## config.mk

```make
export PLATFORM = sky130hd
export DESIGN_NAME = fnd_scan_controller
export DESIGN_NICKNAME = d
export VERILOG_FILES = /design/src/rtl/fnd_pkg.sv /design/src/rtl/fnd_tick_counter.sv /design/src/rtl/fnd_scan_controller.sv
export SDC_FILE = /design/constraint.sdc
export NUM_CORES = 1
export LEC_CHECK = 0
export BUFFER_PORTS_ARGS = -buffer_cell sky130_fd_sc_hd__buf_2
export CORE_MARGIN = 5
export CORE_UTILIZATION = 58
export CTS_CLUSTER_SIZE = 8
export DETAILED_ROUTE_END_ITERATION = 12
export PLACE_DENSITY = 0.83
export SETUP_SLACK_MARGIN = 0.2
export SYNTH_ARGS = -nofsm -noshare
export SYNTH_HDL_FRONTEND = slang
export SYNTH_SLANG_ARGS = --single-unit
```

## constraint.sdc

```tcl
create_clock -name i_clk -period 3.3 [get_ports i_clk]
set_input_delay 0.495 -clock i_clk [delete_from_list [all_inputs] [get_ports i_clk]]
set_output_delay 0.495 -clock i_clk [all_outputs]
set_load 0.05 [all_outputs]
```

## src/rtl/fnd_pkg.sv

```systemverilog
// Shared types and helpers for the 4-digit FND scan path.
// Build macro FND_LEADING_ZERO_BLANK_EN is consumed by fnd_scan_controller.
package fnd_pkg;

    localparam int FND_DIGITS = 4;
    localparam int FND_SEL_W  = 2;

    typedef enum logic [1:0] {
        IDLE,
        LIT,
        GUARD
    } fnd_scan_state_t;

    typedef logic [3:0] bcd_nibble_t;

    function automatic bcd_nibble_t nibble_of(
        input logic [4*FND_DIGITS-1:0] word,
        input logic [FND_SEL_W-1:0]    sel
    );
        return word[{sel, 2'b00} +: 4];
    endfunction

    // True when this digit and every higher digit are zero; digit 0 always shows.
    function automatic logic leading_zero(
        input logic [4*FND_DIGITS-1:0] word,
        input logic [FND_SEL_W-1:0]    sel
    );
        return (sel != '0) && ((word >> {sel, 2'b00}) == '0);
    endfunction

endpackage

```

## src/rtl/fnd_tick_counter.sv

```systemverilog
// Terminal-count counter with synchronous clear and a combinational wrap pulse.
// The terminal value is a run-time input so one counter serves several phases.
module fnd_tick_counter #(
    parameter int WIDTH = 2
) (
    input  logic             clk,
    input  logic             rst,
    input  logic             clear,
    input  logic             en,
    input  logic [WIDTH-1:0] terminal,
    output logic [WIDTH-1:0] count,
    output logic             wrap
);

    logic [WIDTH-1:0] count_reg;

    assign wrap  = en && (count_reg == terminal);
    assign count = count_reg;

    always_ff @(posedge clk or posedge rst) begin
        if (rst) begin
            count_reg <= '0;
        end else if (clear || wrap) begin
            count_reg <= '0;
        end else if (en) begin
            count_reg <= count_reg + 1'b1;
        end
    end

endmodule

```

## src/rtl/fnd_scan_controller.sv

```systemverilog
// Time-multiplexed 4-digit scan scheduler with guard blanking and frame-aligned word updates.
// Optional build macro: FND_LEADING_ZERO_BLANK_EN (suppresses leading zero digits).
module fnd_scan_controller
    import fnd_pkg::*;
#(
    parameter int CLK_DIV      = 100000,
    parameter int GUARD_CYCLES = 16
) (
    input  logic                    i_clk,
    input  logic                    i_reset,
    input  logic                    i_En,
    input  logic [4*FND_DIGITS-1:0] i_Value,
    input  logic                    i_Load,
    output logic                    o_LoadAck,
    output logic                    o_Pending,
    output logic                    o_En,
    output logic [FND_SEL_W-1:0]    o_DigitSelect,
    output logic [3:0]              o_Value,
    output logic                    o_FrameDone
);

    localparam int CW = $clog2(CLK_DIV);
    localparam logic [CW-1:0] LIT_LAST   = CW'(CLK_DIV - 1);
    localparam logic [CW-1:0] GUARD_LAST = CW'(GUARD_CYCLES - 1);
    localparam logic [CW-1:0] FD_CNT     = CW'(CLK_DIV - 2);
    localparam logic [FND_SEL_W-1:0] LAST_DIGIT = FND_SEL_W'(FND_DIGITS - 1);

    fnd_scan_state_t             state_reg, state_next;
    logic [FND_SEL_W-1:0]        digit_reg, digit_next;
    logic [4*FND_DIGITS-1:0]     active_reg, active_next;
    logic [4*FND_DIGITS-1:0]     pending_reg, pending_next;
    logic                        pending_flag_reg, pending_flag_next;
    logic                        en_reg, en_next;
    logic [FND_SEL_W-1:0]        sel_reg, sel_next;
    bcd_nibble_t                 value_reg, value_next;
    logic                        ack_reg, ack_next;
    logic                        frame_done_reg, frame_done_next;

    logic          copy;
    logic          blank;
    logic          cnt_en;
    logic          wrap;
    logic [CW-1:0] count;
    logic [CW-1:0] terminal;

    assign cnt_en   = i_En && (state_reg != IDLE);
    assign terminal = (state_reg == LIT) ? LIT_LAST : GUARD_LAST;

    fnd_tick_counter #(
        .WIDTH(CW)
    ) u_tick (
        .clk     (i_clk),
        .rst     (i_reset),
        .clear   (!cnt_en),
        .en      (cnt_en),
        .terminal(terminal),
        .count   (count),
        .wrap    (wrap)
    );

    always_comb begin
        state_next = state_reg;
        digit_next = digit_reg;
        copy       = 1'b0;
        case (state_reg)
            IDLE: begin
                if (i_En) begin
                    state_next = LIT;
                    digit_next = '0;
                    copy       = pending_flag_reg;
                end
            end
            LIT: begin
                if (!i_En) begin
                    state_next = IDLE;
                    digit_next = '0;
                end else if (wrap) begin
                    state_next = GUARD;
                end
            end
            GUARD: begin
                if (!i_En) begin
                    state_next = IDLE;
                    digit_next = '0;
                end else if (wrap) begin
                    state_next = LIT;
                    digit_next = digit_reg + 1'b1;
                    copy       = pending_flag_reg && (digit_reg == LAST_DIGIT);
                end
            end
            default: begin
                state_next = IDLE;
                digit_next = '0;
            end
        endcase

        // Copy reads the old pending word; a same-cycle load re-arms for the next frame.
        active_next       = copy ? pending_reg : active_reg;
        pending_next      = i_Load ? i_Value : pending_reg;
        pending_flag_next = i_Load ? 1'b1 : (copy ? 1'b0 : pending_flag_reg);

`ifdef FND_LEADING_ZERO_BLANK_EN
        blank = leading_zero(active_next, digit_next);
`else
        blank = 1'b0;
`endif

        en_next    = (state_next == LIT) && !blank;
        sel_next   = sel_reg;
        value_next = value_reg;
        if (state_next == LIT) begin
            sel_next   = digit_next;
            value_next = nibble_of(active_next, digit_next);
        end else if (state_next == IDLE) begin
            sel_next = '0;
        end
        ack_next = copy;
        // LIT always starts at count 0, so CLK_DIV-2 is the edge before the final lit cycle.
        frame_done_next = (state_reg == LIT) && i_En && (digit_reg == LAST_DIGIT)
                          && (count == FD_CNT);
    end

    always_ff @(posedge i_clk or posedge i_reset) begin
        if (i_reset) begin
            state_reg        <= IDLE;
            digit_reg        <= '0;
            active_reg       <= '0;
            pending_reg      <= '0;
            pending_flag_reg <= 1'b0;
            en_reg           <= 1'b0;
            sel_reg          <= '0;
            value_reg        <= '0;
            ack_reg          <= 1'b0;
            frame_done_reg   <= 1'b0;
        end else begin
            state_reg        <= state_next;
            digit_reg        <= digit_next;
            active_reg       <= active_next;
            pending_reg      <= pending_next;
            pending_flag_reg <= pending_flag_next;
            en_reg           <= en_next;
            sel_reg          <= sel_next;
            value_reg        <= value_next;
            ack_reg          <= ack_next;
            frame_done_reg   <= frame_done_next;
        end
    end

    assign o_LoadAck     = ack_reg;
    assign o_Pending     = pending_flag_reg;
    assign o_En          = en_reg;
    assign o_DigitSelect = sel_reg;
    assign o_Value       = value_reg;
    assign o_FrameDone   = frame_done_reg;

endmodule

```

* Word-level counts from Yosys, hierarchy flattened *
Index checks and enable logic that the tools add are counted.

storage, ports and cells
  flip-flop bits (word level) = 63
  bits of input ports = 20
  output and inout bits = 10

cells by class
  add/subtract/negate cells = 2
  equality and inequality tests = 6
  shifts and indexed selects = 1
  multiplexer cells = 23
  reductions and logical operators = 14

operators with widths
  cell                     count
  $mux W17                 3
  $mux W2                  11
  $add A17 B1 Y17 const B  1
  $eq A17 B17 Y1           1
  $eq A17 B17 Y1 const B   1
  $mux W16                 1
  $shiftx A16 B5 Y4        1
  $pmux W2 S3              2
  $reduce_bool A2 Y1       4
  $logic_and A1 B1 Y1      6
  $mux W1                  5
  $eq A2 B1 Y1 const B     2
  $eq A2 B2 Y1 const B     2
  $logic_not A2 Y1         2
  $add A2 B1 Y2 const B    1
  $pmux W1 S2              1
  $logic_not A1 Y1         1
  $logic_or A1 B1 Y1       1

* Depth between registers and ports, before layout *
  depth after elaboration = 10
  mapped depth = 9

* By module *
A second synthesis with hierarchy kept.

second synthesis, totals
  cells, all modules = 260
  area, all modules = 3024.2 um^2

by module, submodules not included
  module               instances  cells each  area each (um^2)  seq. area each (um^2)
  fnd_scan_controller  1          150         1961.9            1151.1
  fnd_tick_counter     1          110         1062.3            425.4

* Worst setup path after synthesis *
No wires, ideal clock.

  kind = register -> register
  start = register state_reg[1]
  end = register value_reg[3], in the netlist o_Value[3]
  arrival = 2420 ps
  required time = 3220 ps
  slack = 800 ps
  stages on the path, launching flop included = 8
  buffers on the path = 0
  period minus slack after synthesis = 2500 ps
  cells stage by stage = dfrtp_1 nand2b_4 or3_4 a211oi_4 mux2i_1 nand2_2 mux4_2 o211ai_2

between the ends
  elaborated cells on any way between the ends = 23
  those cells by class = eq/ne: 4; shift: 1; mux: 14; reduce/logical: 4

RTL lines
  item                    line                                                  source
  from (decl)             fnd_scan_controller.sv:28                             fnd_scan_state_t state_reg, state_next;
  from (signal assigned)  fnd_scan_controller.sv:136                            state_reg <= state_next;
  $eq A2 B1 Y1            fnd_scan_controller.sv:47, fnd_scan_controller.sv:65
  $mux W17                fnd_scan_controller.sv:47                             assign terminal = (state_reg == LIT) ? LIT_LAST : GUARD_LAST;
  $eq A17 B17 Y1          fnd_tick_counter.sv:17                                assign wrap = en && (count_reg == terminal);
  $logic_and A1 B1 Y1     fnd_tick_counter.sv:17
  $mux W2                 fnd_scan_controller.sv:85                             end else if (wrap) begin
  $mux W2                 fnd_scan_controller.sv:82                             if (!i_En) begin
  $pmux W2 S3 (*)         fnd_scan_controller.sv:65                             case (state_reg)
  via digit_next[0]       fnd_scan_controller.sv:29                             logic [FND_SEL_W-1:0] digit_reg, digit_next;
  $shiftx A16 B5 Y4 (*)   fnd_pkg.sv:20                                         return word[{sel, 2'b00} +: 4];
  to (signal assigned)    fnd_scan_controller.sv:143                            value_reg <= value_next;
  to (decl)               fnd_scan_controller.sv:35                             bcd_nibble_t value_reg, value_next;

Mark *: on every way through the listed nets, which the timed path passes. The rest lies on a longest branch.
A chain may end at the register's enable or synchronous reset.

* Worst setup path after layout *
  start = register state_reg[1]
  end = register value_reg[0], in the netlist o_Value[0]

between the ends
  longest elaborated chain between the ends = 9
  elaborated cells on any way between the ends = 23
  those cells by class = eq/ne: 4; shift: 1; mux: 14; reduce/logical: 4

ends and longest elaborated chain
  item                 line                                                  source
  $eq A2 B1 Y1         fnd_scan_controller.sv:47, fnd_scan_controller.sv:65
  $mux W17             fnd_scan_controller.sv:47
  $eq A17 B17 Y1       fnd_tick_counter.sv:17
  $logic_and A1 B1 Y1  fnd_tick_counter.sv:17
  $mux W1              fnd_scan_controller.sv:85
  $mux W1              fnd_scan_controller.sv:82
  $pmux W1 S2          fnd_scan_controller.sv:65
  $mux W16             fnd_scan_controller.sv:98                             active_next = copy ? pending_reg : active_reg;
  $shiftx A16 B5 Y4    fnd_pkg.sv:20

Parallel ways exist; a longest one is shown, timed or not.

==> results.py <==
metrics = {
    "layout": {
        "layout.nets": 341,
        "fin_util_pct": 67.53,
        "num-fill-cells": 408,
        "syn2layout_area_growth_pct": 14.08,
        "largest_reg_flops": 17,
        "n_antenna_cell": 0,
        "final_layout_size_suffix_gt1_share_pct": 25.08,
        "stdcell_area_um2": 3427,
        "final-instance-count-excl-fill": 393,
    },
    "sta": {
        "skew_ns": 0.01094,
        "fin_tns_setup_ns": 0,
        "finalMaxSlewViolations": 0,
        "fmax_ghz": 0.3781,
        "relSlewSlack_pct": 62.41,
        "period_minus_slack_ns": 2.645,
        "finalHoldViolations": 0,
        "tightest_slew_ns": 0.5601,
        "setup_viol": 0,
        "finalCritPeriodShare_pct": 80.14,
        "rsz0062_at_grt": "no",
    },
    "clocking": {
        "cts_buffers": 9,
        "h-tree-depth": 3,
        "clk_pin_slew_ns": 0.07,
        "cts_resized": 0,
        "cts.sinks": 63,
        "clockBufferDepth": 2,
        "post_cts_buffers": 0,
        "root_buffer": "clkbuf_8",
        "worstSkewPairLatency_ns": 0.33,
        "cts_tree": "yes",
        "cts_hold_buf": 0,
    },
    "floorplan": {
        "io_pins": 30,
        "initial_core_util_pct": 59.20,
        "fp-row-count": 26,
        "die_area_um2": 6719,
        "die_y_um": 81.97,
        "die_w_um": 81.97,
        "core_um2": 5075,
    },
    "detailed_routing": {
        "drt-pass1-iter-count": 4,
        "drc": 0,
        "antenna_left": 0,
        "wire_per_inst_um": 15.44,
        "via_count": 2227,
        "first_iter_violations": 149,
        "route.final.wire_length_um": 6069,
        "via_per_inst": 5.667,
    },
    "setup_path": {
        "r2r-start": "state_reg[1]",
        "worstSetupStartpoint": "state_reg[1]",
        "path_max_fanout": 8,
        "crit_family": "compound AO/OA/AOI/OAI gates",
        "cpPeakStageDelay_ns": 0.47,
        "path_cells": "nand2b_4, or3_4, a211oi_4, mux2_2, a211oi_1, o211ai_1, o211ai_2",
        "critPathLaunchType": "register",
        "crit_required_ns": 3.55,
        "cp_data_arrival_time_ns": 2.89,
        "cp_slowest_cell": "dfrtp_1",
        "critPathKind": "reg -> reg",
        "crit_path_end_kind": "register",
        "path_buf_inv": 0,
    },
    "global_route": {
        "grt_use_met3_pct": 4.715,
        "grt_pass1_wl_um": 10780,
        "grt_pass1_vias": 2312,
        "grt_use_met2_pct": 33.93,
        "grt-busiest-layer": "met2",
        "grt_max_degree": 29,
        "grt_usage_pct": 21.01,
        "antenna_found_initial": 0,
        "overflow": 0,
        "grt_use_met1_pct": 27.27,
    },
    "synthesis": {
        "synth_top_family_by_area": "simple AND/OR/NAND/NOR gates",
        "synth-simple-area-share_pct": 17.24,
        "ys_warn_count": 0,
        "synth_xor_area_share_pct": 4.373,
        "syn_nets": 305,
        "synth_fa_ha_area_share_pct": 1.249,
        "avgSynthCellArea_um2": 10.65,
        "synth_edf_count": 0,
        "synthCells": 282,
        "ys_ff_latch": 63,
        "synth_area_um2": 3004,
        "synth_compound_area_share_pct": 14.20,
        "synthArstFlopShare_pct": 100.0,
        "seq_area_frac_synth_pct": 52.48,
        "ys.flop_type": "dfrtp_1",
        "yosysUniqueCellTypes": 46,
        "synthMuxAreaShare_pct": 7.539,
    },
    "placed_design": {
        "post_dp_cell_area_um2": 3237,
        "io_buffer_count": 29,
        "dp.cells": 377,
        "dp_hpwl_um": 4354,
        "gp_congestion": 0.8563,
    },
    "flow_run": {
        "max-cap-violations": 0,
    },
    "power": {
        "p_leak_nw": 1.575,
        "ir_worst_vdd_mv": 0.3677,
        "p_per_area_nw_per_um2": 508.1,
    },
    "run_status": {
        "status": "completed",
    },
    "min_path": {
        "worstHoldPathType": "in -> async",
    },
}
cells in the final DEF, fill, tap and decap left out, drive strengths merged, types with 2 or more instances in the layout:
cell	Yosys	final
ha	3	3
inv	9	9
buf	5	35
dfrtp	63	63
a211oi	9	9
nand4	3	3
nor2	24	24
nand3	22	22
xnor2	4	4
a22oi	7	7
and4	2	2
clkinv	2	5
o21ai	7	7
nor2b	4	4
and3	3	3
o211ai	22	22
o21a	2	2
nand2	40	40
mux2i	2	2
mux2	16	16
xor2	11	11
nor4	2	2
clkbuf	5	12
nor3	4	4
area by class of cell:
class	count	area, um2	area share, %
Clock buffer	12	145.1	4.235
Clock inverter	4	45.04	1.314
Inverter	11	42.54	1.241
Multi-Input combinational cell	198	1340	39.10
Sequential cell	63	1577	46.00
Tap cell	70	87.58	2.556
Timing Repair Buffer	35	190.2	5.549
kinds of logic after synthesis:
family	count (synthesis)
and+or+nand+nor	109
muxes	19
xor gates and xnor gates	15
AOI/OAI and AO/OA	52
DFF	63
adders and majority gates	3
buffers and inverters	21
stage by stage:
stage	worst slack [ns]	hold WS [ns]	total power, W
global route	0.4660	0.1778	0.001819
finish	0.6553	0.1456	0.001741
floorplan	0.7999	0.4498	0.001043
global placement	0.7542	0.4595	0.001096
detailed placement	0.6692	0.4637	0.001106
CTS	0.6675	0.1539	0.001753
cells in the mapped netlist (2+ instances only):
cell type	instances	share of area, %
inv_1	9	1.1
mux2_2	15	5.6
a22oi_1	7	1.7
nor2_1	24	3.0
clkbuf_1	5	0.62
o21ai_0	5	0.83
nor4_1	2	0.42
nor2b_1	4	0.83
buf_2	3	0.50
nor3_1	4	0.67
ha_1	3	1.2
mux2i_1	2	0.67
nand3_1	22	3.7
o211ai_2	4	1.7
and3_1	3	0.62
a211oi_1	7	1.7
dfrtp_1	63	52
nand4_1	3	0.62
o21a_1	2	0.50
xor2_1	11	3.2
nand2_1	38	4.7
o211ai_1	18	4.5
and4_1	2	0.58
xnor2_1	4	1.2
routing by layer:
layer | share of wire [%] | wire length (um)
met1 | 45 | 2740
met2 | 49 | 2953
met3 | 4.9 | 295
met4 | 1.3 | 80
met5 | 0 | 0
worst register-to-register path, cell delays in order (launching register included):
cell and delay [ns]:
dfrtp_1 0.47, nand2b_4 0.20, or3_4 0.43, a211oi_4 0.42, mux2_2 0.46, a211oi_1 0.31, o211ai_1 0.18, o211ai_2 0.11
worst paths after layout:
kind	slack, ns	cells after the start	end
min reg2reg	0.48	2	o_DigitSelect[1]
min in group i_clk	0.38	3	pending_reg[15]
max	0.66	7	o_Value[0]
min	0.15	2	u_tick.count[2]
max in group asynchronous	2.45	3	digit_reg[1]
max reg2reg	0.66	7	o_Value[0]
where the power goes:
group	leakage, nW	total [W]	internal, W	switching [W]
logic	0.670	0.000222	0.0000801	0.000142
registers	0.804	0.000870	0.000840	0.0000298
clock network	0.100	0.000649	0.000366	0.000283
Note: power is estimated with default switching activity, not from simulation.
